### config.mk
export PLATFORM = sky130hd
export DESIGN_NAME = sigmoid_layer_sequencer
export DESIGN_NICKNAME = d
export VERILOG_FILES = /design/src/rtl/sigmoid_layer_pkg.sv /design/src/rtl/sigmoid_layer_valid_pipe.sv /design/src/rtl/sigmoid_layer_sequencer.sv
export SDC_FILE = /design/constraint.sdc
export NUM_CORES = 1
export LEC_CHECK = 0
export CAP_MARGIN = 10
export CORE_ASPECT_RATIO = 2
export CORE_MARGIN = 1.5
export CORE_UTILIZATION = 42
export DETAILED_ROUTE_END_ITERATION = 10
export HOLD_SLACK_MARGIN = 0.15
export PLACE_DENSITY = 0.74
export SYNTH_ARGS = -nofsm -noshare
export SYNTH_HDL_FRONTEND = slang
export SYNTH_SLANG_ARGS = --single-unit
### constraint.sdc
create_clock -name clk -period 1.69 [get_ports clk]
set_input_delay 0.169 -clock clk [delete_from_list [all_inputs] [get_ports clk]]
set_output_delay 0.169 -clock clk [all_outputs]
set_load 0.01 [all_outputs]
### src/rtl/sigmoid_layer_pkg.sv
// sigmoid_layer_pkg
// Shared types and timing constants for the sigmoid layer sequencer.
//   state_t          : sequencer FSM states
//   MEM_RD_LAT       : weight/input/bias memory read latency (cycles)
//   ALU_PIPE_LAT     : cycles from read address issue until the ALU needs
//                      accumulate (memory read + ALU adder register)
//   VALID_PIPE_DEPTH : depth of the address-valid shift register
//   DRAIN_CYCLES     : cycles spent letting the pipe empty after the last group
package sigmoid_layer_pkg;

    typedef enum logic [2:0] {
        IDLE,
        CLEAR,
        STREAM,
        DRAIN,
        WRITE,
        DONE
    } state_t;

    localparam int MEM_RD_LAT       = 1;
    localparam int ALU_PIPE_LAT     = 2;
    localparam int VALID_PIPE_DEPTH = ALU_PIPE_LAT;
    localparam int DRAIN_CYCLES     = ALU_PIPE_LAT;

endpackage

### src/rtl/sigmoid_layer_valid_pipe.sv
// sigmoid_layer_valid_pipe
// 1-bit shift register that delays "address valid" until the matching
// operands have reached the ALU adder register.
//   clk  : system clock
//   rst  : synchronous active-high reset, empties the pipe
//   din  : address valid for the current cycle
//   dout : delayed valid, used as the ALU accumulate enable
module sigmoid_layer_valid_pipe
    import sigmoid_layer_pkg::*;
#(
    parameter int DEPTH = VALID_PIPE_DEPTH
) (
    input  logic clk,
    input  logic rst,
    input  logic din,
    output logic dout
);

    logic [DEPTH-1:0] vld_p;

    always_ff @(posedge clk) begin
        if (rst) begin
            vld_p <= '0;
        end else begin
            vld_p[0] <= din;
            for (int i = 1; i < DEPTH; i++) begin
                vld_p[i] <= vld_p[i-1];
            end
        end
    end

    assign dout = vld_p[DEPTH-1];

endmodule

### src/rtl/sigmoid_layer_sequencer.sv
// sigmoid_layer_sequencer
// Sequences one fully-connected layer through the sigmoid ALU, one neuron at
// a time: clear, stream NUM_GROUPS weight/input groups, drain the ALU pipe,
// write the activation to the result memory.
//   clk, rst       : clock, synchronous active-high reset
//   start          : begin a layer (only honoured in IDLE)
//   weight_addr    : weight group address = neuron*NUM_GROUPS + group
//   input_addr     : input group address = group
//   bias_addr      : bias address = current neuron
//   alu_clear      : clears the ALU accumulator
//   alu_accumulate : ALU accumulate enable, aligned with the adder register
//   alu_out        : ALU sigmoid output
//   res_we/res_addr/res_data : result memory write port
//   busy           : layer in progress (CLEAR of neuron 0 through DONE)
//   done           : one-cycle pulse at the end of the layer
module sigmoid_layer_sequencer
    import sigmoid_layer_pkg::*;
#(
    parameter int NUM_GROUPS  = 196,
    parameter int NUM_NEURONS = 16,
    parameter int GRP_W       = $clog2(NUM_GROUPS),
    parameter int NEU_W       = $clog2(NUM_NEURONS),
    parameter int WADDR_W     = $clog2(NUM_GROUPS*NUM_NEURONS)
) (
    input  logic               clk,
    input  logic               rst,
    input  logic               start,
    output logic [WADDR_W-1:0] weight_addr,
    output logic [GRP_W-1:0]   input_addr,
    output logic [NEU_W-1:0]   bias_addr,
    output logic               alu_clear,
    output logic               alu_accumulate,
    input  logic [4:0]         alu_out,
    output logic               res_we,
    output logic [NEU_W-1:0]   res_addr,
    output logic [4:0]         res_data,
    output logic               busy,
    output logic               done
);

    localparam int DRAIN_W = (DRAIN_CYCLES > 1) ? $clog2(DRAIN_CYCLES) : 1;

    state_t             state;
    state_t             state_next;
    logic [GRP_W-1:0]   group;
    logic [NEU_W-1:0]   neuron;
    logic [WADDR_W-1:0] waddr;
    logic [DRAIN_W-1:0] drain_cnt;
    logic               addr_valid;

    logic last_group;
    logic last_neuron;
    logic last_drain;

    assign last_group  = (group == GRP_W'(NUM_GROUPS - 1));
    assign last_neuron = (neuron == NEU_W'(NUM_NEURONS - 1));
    assign last_drain  = (drain_cnt == DRAIN_W'(DRAIN_CYCLES - 1));

    // State register and counters. The weight address runs as its own
    // counter across neurons so neuron*NUM_GROUPS + group needs no multiplier;
    // it reaches neuron*NUM_GROUPS exactly at each CLEAR.
    always_ff @(posedge clk) begin
        if (rst) begin
            state     <= IDLE;
            group     <= '0;
            neuron    <= '0;
            waddr     <= '0;
            drain_cnt <= '0;
        end else begin
            state <= state_next;
            case (state)
                CLEAR: begin
                    group     <= '0;
                    drain_cnt <= '0;
                end
                STREAM: begin
                    group <= last_group ? '0 : group + 1'b1;
                    waddr <= waddr + 1'b1;
                end
                DRAIN: begin
                    drain_cnt <= drain_cnt + 1'b1;
                end
                WRITE: begin
                    // Returning neuron/waddr to 0 at layer end keeps DONE and
                    // IDLE addresses at zero and readies the next layer.
                    if (last_neuron) begin
                        neuron <= '0;
                        waddr  <= '0;
                    end else begin
                        neuron <= neuron + 1'b1;
                    end
                end
                default: begin
                end
            endcase
        end
    end

    // Next state and Moore outputs
    always_comb begin
        state_next  = state;
        weight_addr = '0;
        input_addr  = '0;
        bias_addr   = '0;
        alu_clear   = 1'b0;
        res_we      = 1'b0;
        res_addr    = '0;
        res_data    = '0;
        busy        = 1'b0;
        done        = 1'b0;
        addr_valid  = 1'b0;

        case (state)
            IDLE: begin
                if (start) state_next = CLEAR;
            end
            CLEAR: begin
                busy       = 1'b1;
                alu_clear  = 1'b1;
                bias_addr  = neuron;
                state_next = STREAM;
            end
            STREAM: begin
                busy        = 1'b1;
                bias_addr   = neuron;
                weight_addr = waddr;
                input_addr  = group;
                addr_valid  = 1'b1;
                if (last_group) state_next = DRAIN;
            end
            DRAIN: begin
                busy      = 1'b1;
                bias_addr = neuron;
                if (last_drain) state_next = WRITE;
            end
            WRITE: begin
                busy       = 1'b1;
                bias_addr  = neuron;
                res_we     = 1'b1;
                res_addr   = neuron;
                res_data   = alu_out;
                state_next = last_neuron ? DONE : CLEAR;
            end
            DONE: begin
                busy       = 1'b1;
                done       = 1'b1;
                state_next = IDLE;
            end
            default: begin
                state_next = IDLE;
            end
        endcase
    end

    // Accumulate is the address-valid flag delayed by the memory read and the
    // ALU adder register; nothing else drives it.
    sigmoid_layer_valid_pipe #(
        .DEPTH (VALID_PIPE_DEPTH)
    ) u_valid_pipe (
        .clk  (clk),
        .rst  (rst),
        .din  (addr_valid),
        .dout (alu_accumulate)
    );

    // The pipe is always empty by CLEAR because DRAIN waits out its full depth.
    clear_accumulate_exclusive: assert property (
        @(posedge clk) disable iff (rst) !(alu_clear && alu_accumulate)
    );

endmodule

==> flow_summary.toml, run 1 <==
[clock_tree]
htreeDepth = 2
insertion_delay_ns = 0.30
clock_sinks = 30
cts_root_buf = "clkbuf_8"
cts_buffer_depth = 2
path_clk_slew_ns = 0.07
cts_tree = "built"
cts_buffers = 5

[setup_path]
rrSetupSlack_ns = -0.11
critPathKind = "reg -> reg"
end_kind = "flop"
path_common_cell = "buf_6"
path_cells = "buf_6 > nor3b_4 > buf_4 > buf_6 > a21oi_4 > buf_6 > or4_4 > a21oi_2"
max_stage_delay_ns = 0.51
required_ns = 1.93
arrival_ns = 2.04
start_kind = "flop"
cp_slowest_cell = "or4_4"
worstPathMaxFanout = 5

[die]
die-area_sq_mm = 0.00438
die_w_um = 47.6
core_sq_mm = 0.00384
die_h_um = 92.2
rows = 32
ios = 46
start_util_pct = 43.4

[sta]
final_max_slew_viol_count = 0
worst_pin_slew_ns = 0.353
setup_viol = 22
fmax_ghz = 0.556
final_hold_viol_count = 0
min_period_ns = 1.80
fin_crit_sh_pct = 106
finalSetupTns_ns = -0.427
rsz0062_at_grt = "true"
maxSlewHeadroom_pct = 76.4
fin_ws_ns = -0.110
fin_skew_ns = 0.00885

[power]
vdd_ir_drop_max_mv = 0.725
power.density_mw_per_mm2 = 735
cellLeakagePower_nw = 1.26

[yosys]
yosys-top-cells-area = "dfxtp_1 (36%), and2_1 (12%), a21oi_1 (5.7%)"
synth_mux_area_share_pct = 0.600
ys_types = 46
synth_cells = 205
synth_compound_area_share_pct = 15.3
synth_top_family_by_area = "simple AND/OR/NAND/NOR gates"
synth_seq_cells = 30
synth_fa_ha_area_share_pct = 2.25
async_flop_share_pct = 0
yosysSeqAreaShare_pct = 36.0
synthSimpleGateAreaFrac_pct = 39.4
synth_top_area_share_pct = 36.0
synth-edff-count = 0
synth_nets = 216
synth_ff_type = "dfxtp_1"
syn-cell-area_sq_mm = 0.00167
synth_top_area_cell = "dfxtp_1"
synthXorXnorAreaFrac_pct = 3.15
avgSynthCellArea_sq_um = 8.14
yosys_warnings = 0

[grt]
grt.overflow.total = 0
grt.total_usage_pct = 26.5
grt_pass1_vias = 1885
grt_pass1_wl_mm = 8.40
grt_max_degree = 13
antenna_found_initial = 0

[routing]
via_per_inst = 5.37
wl_mm = 5.78
drtAntennaViolNets = 0
num_vias = 1939
wl_per_cell_um = 16.0
firstDrtPassIters = 4
drc = 0
drt_iter0_markers = 36

[place]
io_buffers = 45
place_congestion = 0.794
dp_hpwl_mm = 3.28
dp_cells = 333
post_dp_cell_area_sq_mm = 0.00245

[run_status]
violations = "negative setup slack"
outcome = "finished, violations left"

[final_layout]
instances_no_fill = 361
num_antenna_cells = 0
final_net_count = 320
fin_util_pct = 73.1
final_common_cell = "buf_4"
area_growth_pct = 68.3
layout-drive-gt1-share_pct = 46.5
fin_area_sq_mm = 0.00281
mostFrequentLayoutCells = "buf_4 (50), and2_1 (30), dfxtp_1 (22), buf_2 (21), nor2_1 (19)"

[min_path]
hp-class = "reg -> reg"

[run]
cap_violations = 0
metal layers:
| metal | vias up | routed length, um | global-route usage, % |
|---|---|---|---|
| li1 | 931 | - | - |
| met1 | 939 | 2070 | 25.9 |
| met2 | 49 | 3340 | 47.2 |
| met3 | 20 | 152 | 4.92 |
| met4 | 0 | 212 | 14.9 |
| met5 | - | 0 | 0 |
stage by stage:
step,power [W],worst slack [ns],hold slack [ns]
after floorplan,0.000882,0.0358,0.414
after global placement,0.00101,-0.0264,0.433
after detailed placement,0.00101,-0.0805,0.434
after CTS,0.00197,-0.0635,0.450
after global routing,0.00212,-0.149,0.472
final,0.00207,-0.110,0.462
final timing paths:
path                               from                    end  depth (start not counted)
hold / removal    u_valid_pipe.vld_p[0]  u_valid_pipe.vld_p[1]                          1
setup / recovery               state[1]               waddr[7]                          8
setup reg to reg               state[1]               waddr[7]                          8
hold reg to reg   u_valid_pipe.vld_p[0]  u_valid_pipe.vld_p[1]                          1
timing repair:
action                                 CTS  global route
pin swaps                               12             6
endpoints found under the hold margin    0             0
buffers inserted                        12             6
hold buffers                             0             0
gates resized for setup                136            50
setup endpoints to repair               43            40
gates cloned                             3             1
cell families (layout without fill, tap and decap cells):
group / Yosys count / after routing
xor gates and xnor gates: 6 / 6
DFF: 30 / 30
AOI/OAI and AO/OA: 42 / 42
and+or+nand+nor: 111 / 111
buffers and inverters: 12 / 117
adders and majority gates: 3 / 3
muxes: 1 / 1
sequential cells by signal (all words and copies together) (netlist names):
register            flops
state                   3
group                   8
u_valid_pipe.vld_p      2
neuron                  4
waddr                  12
drain_cnt               1
area by class of cell:
type,instances,area (sq um)
clock buffer,6,82.6
multi-input combinational,163,1130
fill,306,1030
inverter,1,3.75
tap,51,63.8
clock inverter,2,60.1
sequential,30,616
timing repair buffer,108,851
cells in the mapped netlist (2+ instances only):
cell type  instances
a31oi_1            3
or3_1              4
clkbuf_1           7
nand2b_1           2
nor4_1             2
nor3_1             4
nand3b_1           2
xor2_1             4
or4_1              6
nand4_1            4
a22oi_1            2
xnor2_1            2
a21o_1             2
a21oi_1           19
nor2_1            21
dfxtp_1           30
and2_1            33
o21ai_0            6
buf_2              2
nand2_1            9
nor2b_1            3
o31ai_1            4
ha_1               3
and3_1             4
nand3_1            6
critical path, delay by kind of cell, from the launching register on:
kind	cells	cell delay, ns
compound gates	2	0.21
simple gates	2	0.71
buf+inv	4	0.49
flops	1	0.33
power by group:
group | switching (W) | internal, W
clock | 0.000302 | 0.000629
sequential | 0.0000202 | 0.000725
combinational | 0.000180 | 0.000210
Note: power is estimated with default switching activity, not from simulation.
==> run 2, diff against run 1 <==
--- a/config.mk
+++ b/config.mk
@@ -8,10 +8,11 @@
 export CAP_MARGIN = 10
 export CORE_ASPECT_RATIO = 2
 export CORE_MARGIN = 1.5
-export CORE_UTILIZATION = 42
+export CORE_UTILIZATION = 43
+export CTS_CLUSTER_SIZE = 10
 export DETAILED_ROUTE_END_ITERATION = 10
 export HOLD_SLACK_MARGIN = 0.15
-export PLACE_DENSITY = 0.74
+export PLACE_DENSITY = 0.76
 export SYNTH_ARGS = -nofsm -noshare
 export SYNTH_HDL_FRONTEND = slang
 export SYNTH_SLANG_ARGS = --single-unit
==> flow_summary.toml, run 2 (same netlist as run 1, synthesis figures left out) <==
[sta]
maxSlewHeadroom_pct = 73.4
fin_crit_sh_pct = 105
whs_ns = 0.454
final_max_slew_viol_count = 0
worst_pin_slew_ns = 0.396
fin_skew_ns = 0.00465
setup_viol = 11
rsz0062_at_grt = "true"
final_hold_viol_count = 0
fin_ws_ns = -0.0783
min_period_ns = 1.77
fmax_ghz = 0.566

[routing]
wl_per_cell_um = 17.1
firstDrtPassIters = 5
num_vias = 2003
drt_iter0_markers = 63
wl_mm = 6.24
via_per_inst = 5.47
drtAntennaViolNets = 0
drc = 0

[grt]
grt.total_usage_pct = 27.8
antenna_found_initial = 0
grt.overflow.total = 0
grt_max_degree = 20
grt_pass1_wl_mm = 8.67
grt_pass1_vias = 1971

[setup_path]
arrival_ns = 1.99
cp-startpoint = "state[0]"
end_kind = "flop"
required_ns = 1.91
max_stage_delay_ns = 0.44
critPathKind = "reg -> reg"
r2r_start = "state[0]"
path_cells = "buf_6 > or2b_1 > or4_4 > or4_1 > a21oi_1"
start_kind = "flop"
rr_worst_depth = 5
cp_slowest_cell = "or4_4"
worstPathMaxFanout = 5

[clock_tree]
cts_tree = "built"
clock_sinks = 30
insertion_delay_ns = 0.29
path_clk_slew_ns = 0.07
postCtsHoldBufs = 0
htreeDepth = 2
cts_buffers = 5
cts_buffer_depth = 2
cts_root_buf = "clkbuf_8"

[power]
power.total_w = 0.00187
power.density_mw_per_mm2 = 634
vdd_ir_drop_max_mv = 0.913
cellLeakagePower_nw = 1.30

[min_path]
hp-start = "u_valid_pipe.vld_p[0]"
hp-class = "reg -> reg"
hold_depth = 1

[final_layout]
fillers = 217
area_growth_pct = 77.0
instances_no_fill = 366
final_net_count = 327
largest_reg_flops = 12
regMostFlops = "waddr"
num_antenna_cells = 0
final_common_cell = "buf_4"
top_regs = "waddr (12), group (8), neuron (4)"
fin_util_pct = 80.2
mostFrequentLayoutCells = "buf_4 (48), buf_6 (35), dfxtp_1 (24), and2_1 (21), nor2_1 (19)"
layout-drive-gt1-share_pct = 48.6

[die]
die_w_um = 47.1
ios = 46
die-area_sq_mm = 0.00429
start_util_pct = 45.3
die_h_um = 91.1
core_sq_mm = 0.00368
rows = 31

[place]
dp_hpwl_mm = 3.31
place_congestion = 0.818
dp_cells = 330
io_buffers = 45

[run]
cap_violations = 0

[run_status]
outcome = "finished, violations left"
violations = "negative setup slack"
-- run 2: cell count changes in the layout (fill, tap and decap cells not counted), sizes merged --
| cell | before | now |
|---|---|---|
| clkbuf | 15 | 12 |
| clkinv | 0 | 2 |
| bufinv | 2 | 1 |
| dlygate4sd2 | 5 | 6 |
| clkdlybuf4s15 | 0 | 5 |
| buf | 86 | 89 |
-- run 2: final cells by class --
| cell class | instances | area [sq um] | share of cell area [%] |
|---|---|---|---|
| inverters | 1 | 3.75 | 0.127 |
| well taps | 49 | 61.3 | 2.08 |
| clock inverters | 3 | 40.0 | 1.36 |
| flip-flops and latches | 30 | 616 | 20.8 |
| clock buffers | 5 | 68.8 | 2.33 |
| repair buffers | 115 | 1000 | 34.0 |
| multi-input cells | 163 | 1160 | 39.3 |
-- run 2: metal layers --
layer  track usage, %  routed length (um)  up-vias
met5                0                   0        -
met4             12.0                 299        0
met3             3.98                 224       27
met2             54.6                3650       78
met1             24.3                2070      948
li1                 -                   -      950
-- run 2: worst paths after layout --
path / slack, ns / endpoint
worst max register to register: -0.08 / waddr[11]
worst max-delay path: -0.08 / waddr[11]
worst min-delay path: 0.45 / u_valid_pipe.vld_p[1]
worst min register to register: 0.45 / u_valid_pipe.vld_p[1]
-- run 2: critical path: cells and delay by family (launching register included) --
family	cells	cell delay, ns
AO/OA/AOI/OAI	1	0.13
AND/OR/NAND/NOR	3	1.07
flip-flops	1	0.37
buffers and inverters	1	0.13
-- run 2: what timing repair did --
| action | 4_1_cts | 5_1_grt |
|---|---|---|
| pin swaps | 14 | 10 |
| setup endpoints to repair | 42 | 39 |
| gates resized for setup | 136 | 71 |
| cloned | 2 | 0 |
| setup buffers | 23 | 6 |
-- run 2: metrics by stage --
| step | setup TNS, ns | setup WS (ns) | area, sq um |
|---|---|---|---|
| after floorplan | 0 | 0.0358 | 1670 |
| after global placement | -0.195 | -0.0386 | 2440 |
| after detailed placement | -0.930 | -0.0608 | 2440 |
| after CTS | -0.652 | -0.155 | 2780 |
| after global routing | -1.75 | -0.129 | 2950 |
| final | -0.513 | -0.0783 | 2950 |
-- run 2: power breakdown --
part / internal, W / total, W / leakage (nW) / switching (W)
registers: 0.000722 / 0.000739 / 0.246 / 0.0000170
clock network: 0.000433 / 0.000718 / 0.0579 / 0.000284
logic: 0.000225 / 0.000415 / 0.999 / 0.000189
==> run 3, diff against run 2 <==
--- a/config.mk
+++ b/config.mk
@@ -11,8 +11,10 @@
 export CORE_UTILIZATION = 43
 export CTS_CLUSTER_SIZE = 10
 export DETAILED_ROUTE_END_ITERATION = 10
+export GPL_ROUTABILITY_DRIVEN = 0
 export HOLD_SLACK_MARGIN = 0.15
 export PLACE_DENSITY = 0.76
 export SYNTH_ARGS = -nofsm -noshare
 export SYNTH_HDL_FRONTEND = slang
 export SYNTH_SLANG_ARGS = --single-unit
+export TNS_END_PERCENT = 5
==> flow_summary.toml, run 3 (same netlist as run 1, synthesis figures left out) <==
[clock_tree]
clock_sinks = 30
htreeDepth = 2
postCtsHoldBufs = 0
path_clk_slew_ns = 0.07
cts_root_buf = "clkbuf_8"
cts_buffers = 5
cts_buffer_depth = 2
insertion_delay_ns = 0.29
cts_tree = "built"

[setup_path]
r2r_start = "state[0]"
start_kind = "flop"
max_stage_delay_ns = 0.50
critPathKind = "reg -> reg"
timing.rr.end = "waddr[5]"
worstPathMaxFanout = 10
rr_worst_depth = 6
required_ns = 1.92
path_cells = "nor3b_4 > buf_4 > a21oi_2 > buf_6 > or4_1 > a21oi_1"
cp_top_family = "simple AND/OR/NAND/NOR gates"
rrSetupSlack_ns = -0.06
end_kind = "flop"
path_buf_inv = 2
arrival_ns = 1.97
cp_slowest_cell = "or4_1"

[die]
die_w_um = 47.1
die-area_sq_mm = 0.00429
ios = 46
core_sq_mm = 0.00368
rows = 31
start_util_pct = 45.3
die_h_um = 91.1

[final_layout]
top_regs = "waddr (12), group (8), neuron (4)"
fillers = 295
final_common_cell = "buf_4"
fin_area_sq_mm = 0.00266
final_net_count = 312
area_growth_pct = 59.4
num_antenna_cells = 0
regMostFlops = "waddr"
multi_input_area_sq_mm = 0.00109
mostFrequentLayoutCells = "buf_4 (44), and2_1 (31), dfxtp_1 (23), nor2_1 (19), clkbuf_2 (16)"
largest_reg_flops = 12
seqCellArea_sq_um = 614
layout-drive-gt1-share_pct = 41.1

[routing]
via_per_inst = 5.22
wl_mm = 5.07
drc = 0
drtAntennaViolNets = 0
wl_per_cell_um = 14.4
num_vias = 1832
drt_iter0_markers = 40
firstDrtPassIters = 4

[grt]
grt_max_degree = 20
grt.overflow.total = 0
grt_pass1_wl_mm = 8.21
grt.total_usage_pct = 25.9
grt_pass1_vias = 1867
antenna_found_initial = 0

[power]
vdd_ir_drop_max_mv = 1.18
cellLeakagePower_nw = 1.22
power.density_mw_per_mm2 = 674

[sta]
fin_ws_ns = -0.0555
rsz0062_at_grt = "true"
setup_viol = 7
worst_pin_slew_ns = 0.420
fin_skew_ns = 0.00742
fin_crit_sh_pct = 103
final_hold_viol_count = 0
min_period_ns = 1.75
final_max_slew_viol_count = 0
maxSlewHeadroom_pct = 71.8
finalSetupTns_ns = -0.282
fmax_ghz = 0.573

[min_path]
hp-class = "reg -> reg"
hold_path_end = "u_valid_pipe.vld_p[1]"
hold_depth = 1
hp-start = "u_valid_pipe.vld_p[0]"

[run_status]
violations = "negative setup slack"
outcome = "finished, violations left"

[run]
cap_violations = 0

[place]
dp_slack_ns = -0.0608
dp_hpwl_mm = 3.31
io_buffers = 45
post_dp_cell_area_sq_mm = 0.00244
run 3: metrics by stage:
stage,utilization (%),cells,hold slack (ns),power (W)
5_1_grt,72.2,351,0.474,0.00187
6_report,72.2,351,0.455,0.00179
2_1_floorplan,-,205,0.414,0.000882
3_5_place_dp,66.3,330,0.439,0.00101
4_1_cts,72.1,351,0.455,0.00179
3_3_place_gp,66.3,330,0.424,0.00100
run 3: metal layers:
metal  track usage [%]  vias to the layer above  part of all wire (%)
met4              10.9                        0                   1.5
met2              48.7                       47                    61
met1              25.0                      859                    34
met3              3.98                        7                   3.0
li1                  -                      919                     -
met5                 0                        -                     0
run 3: report_power, final:
part / switching [W] / internal [W]
combinational: 0.000155 / 0.000174
clock: 0.000289 / 0.000433
sequential: 0.0000193 / 0.000723
run 3: worst max-delay path by stage:
stage,startpoint,endpoint,slack [ns],cells after the start
after floorplan,state[0],waddr[9],0.04,5
after global placement,state[0],input_addr[3],-0.04,3
after detailed placement,state[0],weight_addr[4],-0.06,4
after CTS,state[1],bias_addr[2],-0.23,5
after global routing,state[0],waddr[3],-0.13,7
final,state[0],waddr[5],-0.06,6
run 3: area by class of cell:
cell class / count / area share [%]
tap: 49 / 2.30
clock inverter: 3 / 1.51
sequential: 30 / 23.1
multi-input combinational: 163 / 41.0
inverter: 1 / 0.141
timing repair buffer: 100 / 29.4
clock buffer: 5 / 2.59
run 3: what timing repair did:
item	4_1_cts	5_1_grt
setup endpoints to repair	42	47
buffers inserted	12	0
resized for setup	101	50
cloned	1	0
pin swaps	8	4
